===== config.mk =====
export PLATFORM = sky130hd
export DESIGN_NAME = uart_rx
export DESIGN_NICKNAME = d
export VERILOG_FILES = /design/src/rtl/uart_pkg.sv /design/src/rtl/uart_rx_sync2.sv /design/src/rtl/uart_rx.sv
export SDC_FILE = /design/constraint.sdc
export NUM_CORES = 1
export LEC_CHECK = 0
export BUFFER_PORTS_ARGS = -buffer_cell sky130_fd_sc_hd__buf_2
export CAP_MARGIN = 5
export CORE_ASPECT_RATIO = 0.6
export CORE_UTILIZATION = 58
export CTS_CLUSTER_DIAMETER = 40
export DETAILED_ROUTE_END_ITERATION = 8
export HOLD_SLACK_MARGIN = 0.12
export PLACE_DENSITY = 0.9
export SLEW_MARGIN = 20
export SYNTH_ARGS = -nofsm -noshare
export SYNTH_HDL_FRONTEND = slang
export SYNTH_SLANG_ARGS = --single-unit

===== constraint.sdc =====
create_clock -name clk -period 2.2 [get_ports clk]
set_input_delay 0.22 -clock clk [delete_from_list [all_inputs] [get_ports clk]]
set_output_delay 0.22 -clock clk [all_outputs]
set_load 0.03 [all_outputs]

===== src/rtl/uart_pkg.sv =====
// uart_pkg: shared UART definitions for the receiver and the future transmitter.
package uart_pkg;
    localparam int UART_DATA_BITS    = 8;
    localparam int UART_CLKS_PER_BIT = 868;
    typedef enum logic [2:0] {IDLE, START, DATA, PARITY, STOP} uart_state_e;
endpackage


===== src/rtl/uart_rx_sync2.sv =====
// sync2: two-flop synchroniser for an asynchronous input, reset value selectable.
module sync2 #(
    parameter logic RESET_VAL = 1'b1
) (
    input  logic clk,
    input  logic reset,
    input  logic d,
    output logic q
);
    logic meta;
    always_ff @(posedge clk)
        if (!reset) {q, meta} <= {2{RESET_VAL}};
        else        {q, meta} <= {meta, d};
endmodule


===== src/rtl/uart_rx.sv =====
// uart_rx: 8N1 serial receiver with one-cycle result strobes; define UART_RX_PARITY_EN for 8E1.
module uart_rx
    import uart_pkg::*;
#(
    parameter int CLKS_PER_BIT = UART_CLKS_PER_BIT
) (
    input  logic       clk,
    input  logic       reset,
    input  logic       rx,
    output logic [7:0] d_out,
    output logic       rx_done,
    output logic       frame_err,
    output logic       parity_err
);
    localparam int HALF = CLKS_PER_BIT / 2;
    localparam int CW   = $clog2(CLKS_PER_BIT);
    uart_state_e state, state_n;
    logic [CW-1:0] ctr, ctr_n;
    logic [2:0] idx, idx_n;
    logic [UART_DATA_BITS-1:0] data_r, data_n;
    logic [7:0] d_out_n;
    logic perr_r, perr_n, done_n, ferr_n, pe_n, rx_s, bit_end;
    sync2 #(.RESET_VAL(1'b1)) u_sync (.clk(clk), .reset(reset), .d(rx), .q(rx_s));
    assign bit_end = ctr == CW'(CLKS_PER_BIT - 1);
    always_ff @(posedge clk) begin
        if (!reset) begin
            state      <= IDLE;
            ctr        <= '0;
            idx        <= '0;
            data_r     <= '0;
            perr_r     <= 1'b0;
            d_out      <= '0;
            rx_done    <= 1'b0;
            frame_err  <= 1'b0;
            parity_err <= 1'b0;
        end else begin
            state      <= state_n;
            ctr        <= ctr_n;
            idx        <= idx_n;
            data_r     <= data_n;
            perr_r     <= perr_n;
            d_out      <= d_out_n;
            rx_done    <= done_n;
            frame_err  <= ferr_n;
            parity_err <= pe_n;
        end
    end
    always_comb begin
        state_n = state;
        ctr_n   = ctr + 1'b1;
        idx_n   = idx;
        data_n  = data_r;
        perr_n  = perr_r;
        d_out_n = d_out;
        done_n  = 1'b0;
        ferr_n  = 1'b0;
        pe_n    = 1'b0;
        case (state)
            IDLE: begin
                ctr_n = '0;
                if (!rx_s) state_n = START;
            end
            START: if (ctr == CW'(HALF - 1)) begin
                ctr_n   = '0;
                idx_n   = '0;
                perr_n  = 1'b0;
                state_n = rx_s ? IDLE : DATA;
            end
            DATA: if (bit_end) begin
                ctr_n       = '0;
                data_n[idx] = rx_s;
                idx_n       = idx + 3'd1;
`ifdef UART_RX_PARITY_EN
                if (idx == 3'(UART_DATA_BITS - 1)) state_n = PARITY;
`else
                if (idx == 3'(UART_DATA_BITS - 1)) state_n = STOP;
`endif
            end
`ifdef UART_RX_PARITY_EN
            PARITY: if (bit_end) begin
                ctr_n   = '0;
                perr_n  = rx_s != ^data_r;
                state_n = STOP;
            end
`endif
            // Leave at the stop-bit sample point so a back-to-back start edge is not missed
            STOP: if (bit_end) begin
                ctr_n   = '0;
                state_n = IDLE;
                ferr_n  = !rx_s;
                pe_n    = perr_r;
                done_n  = rx_s && !perr_r;
                d_out_n = done_n ? data_r : d_out;
            end
            default: state_n = IDLE;
        endcase
    end
endmodule


Word level (Yosys, flattened, before mapping)
Cells that the tools add are included.

storage, ports and cells
  logic and storage cells = 50
  output and inout port bits = 11
  register bits after elaboration = 36

cells by class
  reductions and logical operators = 10
  multiplexer cells = 16
  equality and inequality tests = 11
  magnitude comparators = 2
  add/subtract/negate cells = 2

operators with widths
  operator                                                                              number
  10-bit one-hot mux with 3 select lines                                                1
  3-bit two-way mux                                                                     7
  10-bit two-way mux                                                                    2
  3-bit one-hot mux with 4 select lines                                                 1
  10-bit by 1-bit adder with 10-bit output (second input constant)                      1
  10-bit == test (second input constant)                                                1
  10-bit by 9-bit == test with 1-bit output (second input constant)                     1
  2-bit inequality test (second input constant)                                         5
  3-bit AND reduction                                                                   3
  8-bit bitwise mux                                                                     1
  3-bit == test (second input constant)                                                 2
  3-bit one-hot mux with 2 select lines                                                 1
  5-bit AND reduction                                                                   1
  3-bit by 4-bit < comparator with 1-bit output (second input constant)                 1
  3-bit by 1-bit adder with 3-bit output (second input constant)                        1
  1-bit demux with 3-bit select                                                         1
  3-bit by 1-bit == test with 1-bit output (second input constant)                      1
  3-bit by 2-bit == test with 1-bit output (second input constant)                      1
  3-bit by 1-bit greater-or-equal comparator with 1-bit output (second input constant)  1
  3-bit logical NOT                                                                     1
  2-bit two-way mux                                                                     1
  2-bit AND reduction                                                                   1
  2-bit nonzero test                                                                    1
  2-bit OR reduction                                                                    1
  other kinds (3)                                                                       3

Logic depth before layout (Yosys ltp)
  depth after elaboration = 5
  mapped depth = 7
  depth with buffers taken out = 7

Cells and area by module
From an unflattened synthesis, not the netlist that was laid out.

unflattened totals
  cells, all modules = 198
  area total of the unflattened synthesis = 1,785.5 µm²

modules (own cells, without submodules)
  module   cells an instance  area an instance (µm²)  instances  sequential area each (µm²)
  uart_rx  194                1,732.9                 1          680.7
  sync2    4                  52.6                    1          40.0

Worst setup path before layout
No wires, ideal clock.

  path type = flip-flop to flip-flop
  from = reg ctr[0]
  to = reg idx[1]
  clock period less this slack = 1.692 ns
  setup slack = 0.508 ns
  stages on the path, launching flop included = 7
  data arrival time = 1.575 ns
  setup time = 0.117 ns
  buffers on the path = 0
  required time = 2.083 ns
  path through = dfxtp_1 ha_1 and4bb_1 nand3_1 a2bb2oi_1 o31a_1 a22o_1

between the ends
  longest elaborated chain between the ends = 3
  elaborated cells between the ends (all ways) = 5

ends and longest elaborated chain
  what                                                                         RTL line                      source
  from (decl)                                                                  uart_rx.sv:18                 logic [CW-1:0] ctr, ctr_n;
  from (signal assigned)                                                       uart_rx.sv:38                 ctr <= ctr_n;
  10-bit by 9-bit == test with 1-bit output or 10-bit == test (tied branches)  uart_rx.sv:63, uart_rx.sv:24
  2-bit inequality test (no line)                                              --
  3-bit AND reduction (no line) *                                              --
  to (signal assigned)                                                         uart_rx.sv:39                 idx <= idx_n;
  to (decl)                                                                    uart_rx.sv:19                 logic [2:0] idx, idx_n;

Every way passes the cells marked *; elsewhere a longest branch is shown, timed or not.
A chain may end at the register's enable or synchronous reset.

Worst setup path in the final report
  from = reg ctr[0]
  to = reg d_out[0]

between the ends
  longest elaborated chain between the ends = 2

ends and longest elaborated chain
  what                           RTL line       source
  10-bit == test                 uart_rx.sv:24  assign bit_end = ctr == CW'(CLKS_PER_BIT - 1);
  3-bit AND reduction (no line)  --
  to (signal assigned)           uart_rx.sv:42  d_out <= d_out_n;
  to (decl)                      uart_rx.sv:10  output logic [7:0] d_out,

No other way between the ends.

==> impl_summary.log <==
[metrics] status: complete, but fails checks
[metrics] violated checks: design-rule violations
[metrics] Pre-Repair DR Iteration Count: 6
[metrics] CP Data Required Time: 2.37 ns
[metrics] critical path endpoint category: register
[metrics] clock latency at the later pin of the worst-skew pair: 0.29 ns
[metrics] simple logic cell fraction of the synthesized area: 0.285
[metrics] global-route wire length before repair: 5.35 mm
[metrics] Yosys top cell area share: 0.435
[metrics] number of antenna violations at the first check in global routing: 0
[metrics] worst clock skew: 0.00831 ns
[metrics] overall fraction of global-route tracks in use: 0.235
[metrics] DIE AREA: 3080 sq um
[metrics] final worst path period share: 0.883
[metrics] peak ir drop on the vdd network: 0.396 mV
[metrics] Slowest-stage cell, CP: sky130_fd_sc_hd__dfxtp_1
[metrics] die height: 43.4 um
[metrics] total gr overflow: 0
[metrics] area of all placed cells without fillers: 1800 sq um
[metrics] fraction of the mapped netlist area in adder cells: 0.0302
[metrics] DR iter-0 viols: 99
[metrics] I/O Buffers: 12
[metrics] routed via count: 1302
[metrics] number of placed instances, taps included: 215
[metrics] number of standard cells in the layout, taps in and fillers out: 223
[metrics] kind of start point of the critical path: register
[metrics] Max Fclk: 515 MHz
[metrics] proportion of layout cells with a drive suffix above 1: 0.147
[metrics] Final Hold Viols: 0
[metrics] net count of the finished layout: 198
[metrics] die width: 71.0 um
[metrics] Std-Cell Rows: 14
[metrics] post-layout utilization of the core: 0.690
[metrics] flop and latch count out of synthesis: 36
[metrics] synthesized-area fraction occupied by xor and xnor cells: 0.0423
[metrics] largest driver fanout on the critical path: 9
[metrics] largest cells by area after synthesis: sky130_fd_sc_hd__dfxtp_1 44%, sky130_fd_sc_hd__mux2i_1 7.9%, sky130_fd_sc_hd__nor2_1 7.3%
[metrics] Seq pwr share: 0.564
[metrics] kind of path behind the tightest hold check: in2reg
[metrics] area overhead of the layout relative to synthesis: 8.69%
[metrics] Resized cells post-CTS: 0
[metrics] I/O pin cnt: 14
[metrics] fin. max-slew vios: 0
[metrics] CTS tree: yes
[metrics] Clk Tree Root Cell: sky130_fd_sc_hd__clkbuf_8
[metrics] synth warn: 0
[metrics] dominant combinational cell family by area after synthesis: simple AND/OR/NAND/NOR gates
[metrics] CP arrival: 2.11 ns
[metrics] Post-Synthesis Mean Instance Area: 9.25 sq um
[metrics] top cells by count, synth: 36 x sky130_fd_sc_hd__dfxtp_1, 32 x sky130_fd_sc_hd__nor2_1, 13 x sky130_fd_sc_hd__mux2i_1
[metrics] crit-path max cell delay: 0.41 ns
[metrics] number of global-route vias before repair: 1210
[metrics] clock sink count: 36
[metrics] Power Density: 698 nW/um^2
[metrics] Synth area leader: sky130_fd_sc_hd__dfxtp_1
[metrics] number of H-tree branching levels: 2
[metrics] largest net degree at the start of global routing: 20
[metrics] share of async-settable or async-resettable flops after synthesis: 0
[metrics] Compound-Gate Fraction of Synth Area: 0.0906
[metrics] Worst-Margin Slew: 0.520 ns
[metrics] number of buffers created by CTS: 5
[metrics] synthesized area: 1660 sq um
[metrics] setup repair after global routing missed its margin: no
[metrics] most frequent cell after synthesis: sky130_fd_sc_hd__dfxtp_1
[metrics] DRC Markers: 2
[metrics] portion of total power attributed to the clock network: 0.347
[metrics] unique cell type count in the Yosys netlist: 45
[metrics] initial core utilization: 0.635
[metrics] static leakage power: 0.774 nW
[metrics] cell area after placement: 1710 sq um
[metrics] # setup viols final: 0
[metrics] via count normalized by instance count: 5.84
[metrics] net count after synthesis: 186
[metrics] number of enable-type register cells in the synthesized netlist: 0
[metrics] multiplexer area fraction after synthesis: 0.0785
[metrics] WS Path Type: reg2reg
[metrics] fraction of power spent switching nets: 0.253
[metrics] maximum clock path buffer count: 2
[metrics] Psw: 0.000318 W
[metrics] maximum capacitance violations: 0
[metrics] Syn Inst Count: 179
[metrics] Setup TNS Final: 0 ns
[metrics] predominant post-synthesis flop cell: sky130_fd_sc_hd__dfxtp_1
[metrics] count of filler cells inserted in the layout: 208
[metrics] Int Power: 0.000938 W
[metrics] total length of routed wires: 3.15 mm
[metrics] Diodes inserted: 0
[metrics] final weighted congestion of routability-driven global placement: 0.843
[metrics] ordered list of cells on the worst path: ha_1 -> nand4bb_1 -> nor3_4 -> nand3_2 -> mux2i_1 -> nor2_1
[metrics] wire per inst: 14.1 um
[metrics] total half-perimeter wirelength after legalization and detailed placement: 2.27 mm
[metrics] Final min period: 1.94 ns
[metrics] portion of the post-synthesis area used by sequential elements: 0.435
[metrics] logic gate share of total power: 0.089
[metrics] total power after layout: 0.00126 W
[metrics] remaining max-slew budget at the tightest pin: 0.653
[metrics] standard cell core area: 2610 sq um
[metrics] post-route antenna net violation count: 0
[metrics] CTS clk-pin slew, worst paths: 0.07 ns
==> worst paths after layout <==
kind / from / end / slack, ns / depth (start not counted)
max: ctr[0] / d_out[0] / 0.26 / 6
min: reset / u_sync.q / 0.22 / 2
max reg2reg: ctr[0] / d_out[0] / 0.26 / 6
min reg2reg: u_sync.meta / u_sync.q / 0.42 / 1
==> cell type report <==
type | count | area (sq um) | share of cell area
repair buffers | 14 | 77.6 | 0.0431
multi-input cells | 132 | 877 | 0.487
clock inverters | 1 | 5.00 | 0.00278
well taps | 32 | 40.0 | 0.0222
clock buffers | 6 | 72.6 | 0.0403
inverters | 2 | 7.51 | 0.00417
flip-flops and latches | 36 | 721 | 0.400
==> metrics by stage <==
stage                     setup slack, ns  hold slack (ns)
after floorplan                     0.508            0.321
after global placement              0.397            0.399
after detailed placement            0.295            0.400
after CTS                           0.265            0.207
after global routing                0.109            0.225
final                               0.257            0.216
==> critical path, delay by kind of cell (launching register included) <==
family / cells / cell delay (ns)
adder cells (fa/ha/maj): 1 / 0.31
multiplexers: 1 / 0.25
flip-flops: 1 / 0.41
AND/OR/NAND/NOR: 4 / 0.86
==> layout by cell type, fill, tap and decap left out, types with 2 or more instances in the layout <==
cell type / Yosys / routed
sky130_fd_sc_hd__nor2_1: 32 / 32
sky130_fd_sc_hd__nand3b_1: 2 / 2
sky130_fd_sc_hd__o21ai_0: 6 / 6
sky130_fd_sc_hd__nand4_2: 2 / 2
sky130_fd_sc_hd__and3_1: 3 / 3
sky130_fd_sc_hd__nor3_1: 2 / 2
sky130_fd_sc_hd__a21oi_1: 8 / 8
sky130_fd_sc_hd__a22o_1: 3 / 3
sky130_fd_sc_hd__nand2_1: 12 / 12
sky130_fd_sc_hd__dfxtp_1: 36 / 36
sky130_fd_sc_hd__xor2_1: 6 / 6
sky130_fd_sc_hd__ha_1: 4 / 4
sky130_fd_sc_hd__nand3_1: 5 / 5
sky130_fd_sc_hd__buf_2: 5 / 12
sky130_fd_sc_hd__nand4_1: 2 / 2
sky130_fd_sc_hd__xnor2_1: 2 / 2
sky130_fd_sc_hd__nor3b_1: 2 / 2
sky130_fd_sc_hd__mux2i_1: 13 / 13
sky130_fd_sc_hd__clkbuf_8: 0 / 5
sky130_fd_sc_hd__nand4b_1: 2 / 2
sky130_fd_sc_hd__nand2b_1: 4 / 4
sky130_fd_sc_hd__nor2b_1: 3 / 3
==> timing repair <==
action	CTS	global route
hold buffers	1	0
buffers inserted	0	0
hold endpoints to repair	1	0
==> cells by family after synthesis <==
family                   Yosys count
adder cells (fa/ha/maj)            4
flip-flops                        36
other                              1
multiplexers                      13
AO/OA/AOI/OAI                     23
XOR/XNOR                           8
AND/OR/NAND/NOR                   83
buffers and inverters             11
==> registers in the layout (all words and copies together), names as in the netlist <==
name	cells
ctr	10
d_out	8
data_r	8
idx	3
state	3
frame_err	1
rx_done	1
u_sync.meta	1
u_sync.q	1
==> routing by layer <==
metal,track usage,wire (um)
met1,0.299,1490
met2,0.371,1430
met4,0.128,51
met3,0.0651,177
met5,0,0
==> power groups by stage <==
stage                     Sequential [W]  Combinational, W  Clock, W
after global placement          0.000718          0.000108         0
final                           0.000709          0.000112  0.000436
after detailed placement        0.000722          0.000110         0
after global routing            0.000712          0.000124  0.000466
after floorplan                 0.000694          0.000119         0
after CTS                       0.000707          0.000112  0.000448
Note: power is estimated with default switching activity, not from simulation.
